### config.mk
export PLATFORM = sky130hd
export DESIGN_NAME = uart_rx_ctrl
export DESIGN_NICKNAME = d
export VERILOG_FILES = /design/src/rtl/uart_pkg.sv /design/src/rtl/uart_baud_tick.sv /design/src/rtl/uart_rx_ctrl.sv
export SDC_FILE = /design/constraint.sdc
export NUM_CORES = 1
export LEC_CHECK = 0
export ABC_AREA = 1
export CAP_MARGIN = 20
export CORE_MARGIN = 2
export CORE_UTILIZATION = 50
export CTS_CLUSTER_DIAMETER = 120
export DETAILED_ROUTE_END_ITERATION = 10
export PLACE_DENSITY = 0.74
export REMOVE_ABC_BUFFERS = 1
export SLEW_MARGIN = 20
export SYNTH_ARGS = -nofsm -noshare
export SYNTH_HDL_FRONTEND = slang
export SYNTH_HIERARCHICAL = 1
export SYNTH_SLANG_ARGS = --single-unit
### constraint.sdc
create_clock -name clk -period 3.9 [get_ports clk]
set_clock_uncertainty 0.05 [all_clocks]
set_input_delay 0.78 -clock clk [delete_from_list [all_inputs] [get_ports clk]]
set_output_delay 0.78 -clock clk [all_outputs]
set_load 0.03 [all_outputs]
### src/rtl/uart_pkg.sv
// Shared UART definitions: frame FSM states, parity encodings and framing constants.
package uart_pkg;

    typedef enum logic [2:0] {
        IDLE,
        START,
        DATA,
        PARITY,
        STOP
    } state_t;

    localparam logic PAR_EVEN = 1'b0;
    localparam logic PAR_ODD  = 1'b1;

    localparam int DATA_BITS          = 8;
    localparam int OVERSAMPLE_DEFAULT = 16;

endpackage

### src/rtl/uart_baud_tick.sv
// Oversample tick generator: prescale down-counter emitting one tick per reload.
module uart_baud_tick #(
    parameter int W = 16
) (
    input  logic         clk,
    input  logic         rst,
    input  logic         restart,
    input  logic [W-1:0] prescale,
    output logic         tick
);

    logic [W-1:0] cnt;

    // NOTE: sequential state uses non-blocking assignments so every flop samples pre-edge values.
    always_ff @(posedge clk) begin
        if (!rst) begin
            cnt <= '0;
        end else if (restart || cnt == '0) begin
            cnt <= prescale;
        end else begin
            cnt <= cnt - 1'b1;
        end
    end

    // A restart swallows the tick so the first frame tick lands a full period after the edge.
    assign tick = (cnt == '0) && !restart;

endmodule

### src/rtl/uart_rx_ctrl.sv
// UART receive controller: sync, start detect, 3-sample majority vote, framing and output register.
module uart_rx_ctrl
    import uart_pkg::*;
#(
    parameter int OVERSAMPLE = OVERSAMPLE_DEFAULT,
    parameter int PRESCALE_W = 16
) (
    input  logic                  clk,
    input  logic                  rst,
    input  logic                  rx_en,
    input  logic [PRESCALE_W-1:0] prescale,
    input  logic                  par_en,
    input  logic                  par_typ,
    input  logic                  rx_in,
    input  logic                  out_ready,
    output logic [7:0]            p_data,
    output logic                  data_valid,
    output logic                  par_error,
    output logic                  stop_error,
    output logic                  overrun,
    output logic                  busy
);

    localparam int SC_W = $clog2(OVERSAMPLE);
    localparam int BC_W = $clog2(DATA_BITS);
    localparam logic [SC_W-1:0] SC_V0   = SC_W'(OVERSAMPLE / 2 - 1);
    localparam logic [SC_W-1:0] SC_V1   = SC_W'(OVERSAMPLE / 2);
    localparam logic [SC_W-1:0] SC_V2   = SC_W'(OVERSAMPLE / 2 + 1);
    localparam logic [SC_W-1:0] SC_LAST = SC_W'(OVERSAMPLE - 1);
    localparam logic [BC_W-1:0] BC_LAST = BC_W'(DATA_BITS - 1);

    state_t                 state, state_n;
    logic                   sync_q, rxs, rxs_d;
    logic                   tick;
    logic [SC_W-1:0]        sc;
    logic [BC_W-1:0]        bit_cnt;
    logic                   v0, v1, vote;
    logic [DATA_BITS-1:0]   shift;
    logic                   par_bit, par_en_q, par_typ_q, par_err_c;
    logic                   fall, at_v2, at_wrap;
    logic                   start_det, complete;

    uart_baud_tick #(.W(PRESCALE_W)) u_tick (
        .clk      (clk),
        .rst      (rst),
        .restart  (start_det),
        .prescale (prescale),
        .tick     (tick)
    );

    assign fall      = rxs_d & ~rxs;
    assign at_v2     = tick && (sc == SC_V2);
    assign at_wrap   = tick && (sc == SC_LAST);
    assign vote      = (v0 & v1) | (v0 & rxs) | (v1 & rxs);
    assign par_err_c = par_en_q & (^shift ^ par_bit ^ (par_typ_q == PAR_ODD));
    assign busy      = (state != IDLE);

    always_ff @(posedge clk) begin
        if (!rst) state <= IDLE;
        else      state <= state_n;
    end

    // NOTE: every always_comb output gets a default first so no path can infer a latch.
    always_comb begin
        state_n   = state;
        start_det = 1'b0;
        complete  = 1'b0;
        if (!rx_en) begin
            state_n = IDLE;
        end else begin
            case (state)
                IDLE: if (fall) begin
                    state_n   = START;
                    start_det = 1'b1;
                end
                START: begin
                    if (at_v2 && vote) state_n = IDLE;
                    else if (at_wrap)  state_n = DATA;
                end
                DATA: if (at_wrap && bit_cnt == BC_LAST) state_n = par_en_q ? PARITY : STOP;
                PARITY: if (at_wrap) state_n = STOP;
                STOP: if (at_v2) begin
                    state_n  = IDLE;
                    complete = 1'b1;
                end
                default: state_n = IDLE;
            endcase
        end
    end

    always_ff @(posedge clk) begin
        if (!rst) begin
            sync_q     <= 1'b1;
            rxs        <= 1'b1;
            rxs_d      <= 1'b1;
            sc         <= '0;
            bit_cnt    <= '0;
            v0         <= 1'b0;
            v1         <= 1'b0;
            shift      <= '0;
            par_bit    <= 1'b0;
            par_en_q   <= 1'b0;
            par_typ_q  <= PAR_EVEN;
            p_data     <= '0;
            data_valid <= 1'b0;
            par_error  <= 1'b0;
            stop_error <= 1'b0;
            overrun    <= 1'b0;
        end else begin
            sync_q <= rx_in;
            rxs    <= sync_q;
            rxs_d  <= rxs;

            if (start_det) begin
                sc        <= '0;
                bit_cnt   <= '0;
                par_en_q  <= par_en;
                par_typ_q <= par_typ;
            end else if (tick && state != IDLE) begin
                sc <= (sc == SC_LAST) ? '0 : sc + 1'b1;
                if (sc == SC_V0) v0 <= rxs;
                if (sc == SC_V1) v1 <= rxs;
            end

            if (state == DATA && at_v2)   shift[bit_cnt] <= vote;
            if (state == DATA && at_wrap) bit_cnt <= bit_cnt + 1'b1;
            if (state == PARITY && at_v2) par_bit <= vote;

            // A completing frame outranks a same-cycle handshake.
            if (complete) begin
                p_data     <= shift;
                par_error  <= par_err_c;
                stop_error <= ~vote;
                overrun    <= data_valid & ~out_ready;
                data_valid <= 1'b1;
            end else if (data_valid && out_ready) begin
                data_valid <= 1'b0;
                overrun    <= 1'b0;
            end
        end
    end

endmodule
==> qor.txt <==
Global-route wire length before repair: 10,200 µm
Critical-path cell list: clkdlybuf4s50_1 -> inv_1 -> nor3_4 -> nor4_1 -> inv_1 -> nor2_2 -> nand2_1 -> nand2_1 -> nand2_1 -> a21oi_2 -> nand2_1 -> nand2_1 -> nor2_1
CP max stage delay: 0.49 ns
Number of global-route vias before repair: 2,403
Critical path type: in -> reg
Post-CTS Hold Buffers: 0
Achievable frequency: 360 MHz
CTS Sinks: 54
Layout area overhead: 16.3%
Setup Fix Bufs, Post-CTS: 0
Setup WS pre-CTS: 0.794 ns
Layout cells sized above 1: 0.0950
Dpl hpwl: 4360 µm
CP endpoint kind: flop
Final Hold Viols: 0
Gr usage total: 0.192
Unrepaired setup endpoints after global routing: no
Number of H-tree levels: 2
Most common cell after layout, fill and taps aside: nand2_1
Crit-path max FO: 6
Inst Count DP: 530
Fillcell total: 568
Worst endpoint required time: 4.06 ns
Mapped Cells: 428
# diodes: 0
Critical path's top delay family: simple AND/OR/NAND/NOR gates
Die area: 6560 µm²
Yosys cell types: 38
Sequential cell area: 1080 µm²
Initial Util: 0.510
Crit path time final: 2.78 ns
Util after Layout: 0.593
Area contributors post-synth: dfxtp_1 36%, nand2_1 14%, inv_1 7.0%, nor2_1 6.8%, a21oi_1 5.1%
Crit path buf inv count: 3
Layout Nets: 491
Total Wirelength: 5880 µm
Setup ws final: 1.12 ns
Buffers added on ports: 35
Max IR drop VDD: 261 µV
Drt first pass iters: 4
Rel. slew slack: 0.607
Slowest-stage cell, CP: clkdlybuf4s50_1
Die height: 81.0 µm
Routed len/inst: 10.9 µm
Clock Tree Buf Depth: 2
Ports: 36
Worst EP arrival: 2.93 ns
Outcome: completed
Largest area contributor in the netlist: dfxtp_1
Root Driver: clkbuf_8
DR iter-0 viols: 109
Sequential element share of the synthesized area: 0.365
Worst Tran Pin Value: 0.589 ns
Residual DRC: 0
Row Count: 28
Period utilization: 0.712
Hold Path Class: reg -> reg
Final setup violation count: 0
Clock-pin slew on the worst setup and hold paths: 0.10 ns
CTS tree: built
GP Congestion: 0.804
Overall Power: 1.57 mW
Yosys top cell area share: 0.365
Max-Cap Viols: 0
Vias: 2,675
Pin count of the biggest net entering global routing: 39
Gr ovfl total: 0
Via-per-instance ratio: 4.97
PD cells: 456 nW/µm²
Core Region: 5820 µm²
Layout Cells excl Fill: 538
CP most frequent cell: nand2_1
Cts bufs inserted: 5
Initial antenna violation count: 0
Multi-input logic area: 1590 µm²
Leakage: 1.53 nW
Antenna-violating nets left: 0
Yosys reg bits: 54
CTS resizes: 0
Yosys warnings: 6
Chip width: 81.0 µm
Synthesized area per cell: 6.93 µm²
Slew Viols, Final: 0
Skew-Pair Late Insertion Delay: 0.31 ns
Mapped Area: 2960 µm²
Post-Route Setup TNS: 0 ns
Most frequent cells in the layout: 107 x nand2_1, 55 x inv_1, 54 x nor2_1, 54 x dfxtp_1, 35 x clkdlybuf4s50_1
Worst setup SP type: primary input
## path summary, 6_finish.rpt
kind	startpoint	end	slack, ns	cells after the start
setup reg to reg	u_tick/cnt[0]$_SDFF_PN0_	state[0]$_SDFFE_PN0P_	1.36	15
hold reg to reg	sync_q$_SDFF_PN1_	rxs$_SDFF_PN1_	0.37	1
hold / removal	sync_q$_SDFF_PN1_	rxs$_SDFF_PN1_	0.37	1
setup / recovery	rx_en	state[0]$_SDFFE_PN0P_	1.12	13
## final cells by class
| type | instances | area share |
|---|---|---|
| sequential | 54 | 0.314 |
| clock inverter | 1 | 0.00254 |
| inverter | 61 | 0.0668 |
| tap | 75 | 0.0272 |
| timing repair buffer | 36 | 0.104 |
| multi-input combinational | 304 | 0.461 |
| clock buffer | 7 | 0.0251 |
## through the flow
stage | area (µm²) | hold WS (ns)
after floorplan | 2900 | 0.343
after global placement | 3350 | 0.346
after detailed placement | 3350 | 0.351
after CTS | 3450 | 0.377
after global routing | 3450 | 0.387
final | 3450 | 0.373
## metal layers
layer	share of wire	routed length [µm]	vias to the layer above	track usage
met5	0	0	-	0
li1	-	-	1427	-
met3	0.042	247	8	0.0411
met2	0.48	2850	56	0.336
met1	0.46	2710	1184	0.239
met4	0.012	71	0	0.0542
## worst reg2reg max path, cell delays in order (launching register included)
cell	delay, ns
dfxtp_1	0.31
inv_1	0.08
ha_1	0.22
nand2_1	0.09
nor2_1	0.17
nand3_1	0.13
nor4_1	0.38
inv_1	0.20
nor2_2	0.19
nand2_1	0.07
nand2_1	0.09
nand2_1	0.06
a21oi_2	0.21
nand2_1	0.08
nand2_1	0.06
nor2_1	0.03
## where the power goes
part	switching (mW)	leakage [nW]	internal, mW
clock network	0.188	0.0489	0.147
registers	0.0514	0.439	0.615
logic	0.362	1.04	0.210
## sequential cells by signal (all words and copies together) (netlist names), 3 cells and up
signal      count
bit_cnt         3
shift           8
u_tick/cnt     16
sc              4
state           3
p_data          8
## logic make-up (layout without fill, tap and decap cells)
group           Yosys count  in the layout  synth area share
simple gates            215            215             0.339
compound gates           74             74             0.145
buf+inv                  70            105            0.0996
flops                    54             54             0.365
xor+xnor                  9              9            0.0266
fa+ha+maj                 6              6            0.0253
## Yosys cell counts
master,instances
nand2_1,107
inv_1,55
dfxtp_1,54
nor2_1,54
a21oi_1,30
nand3_1,21
o21ai_0,19
o21ai_1,9
ha_1,6
o311a_1,6
xor2_1,6
inv_2,5
a21oi_2,4
nand2_2,4
nand4_1,4
nor2_2,4
nor2_4,4
a211oi_1,3
buf_6,3
clkbuf_1,3
nand2_4,3
or2_2,3
xnor2_1,3
buf_4,2
nor3_2,2
nor3_4,2
a31oi_1,1
buf_2,1
clkinv_2,1
nand3_2,1
nand3b_1,1
nand4_2,1
nor2_8,1
nor3_1,1
nor3b_1,1
nor4_1,1
o211ai_1,1
o21ai_2,1
Power figures use the tool's default switching activity.
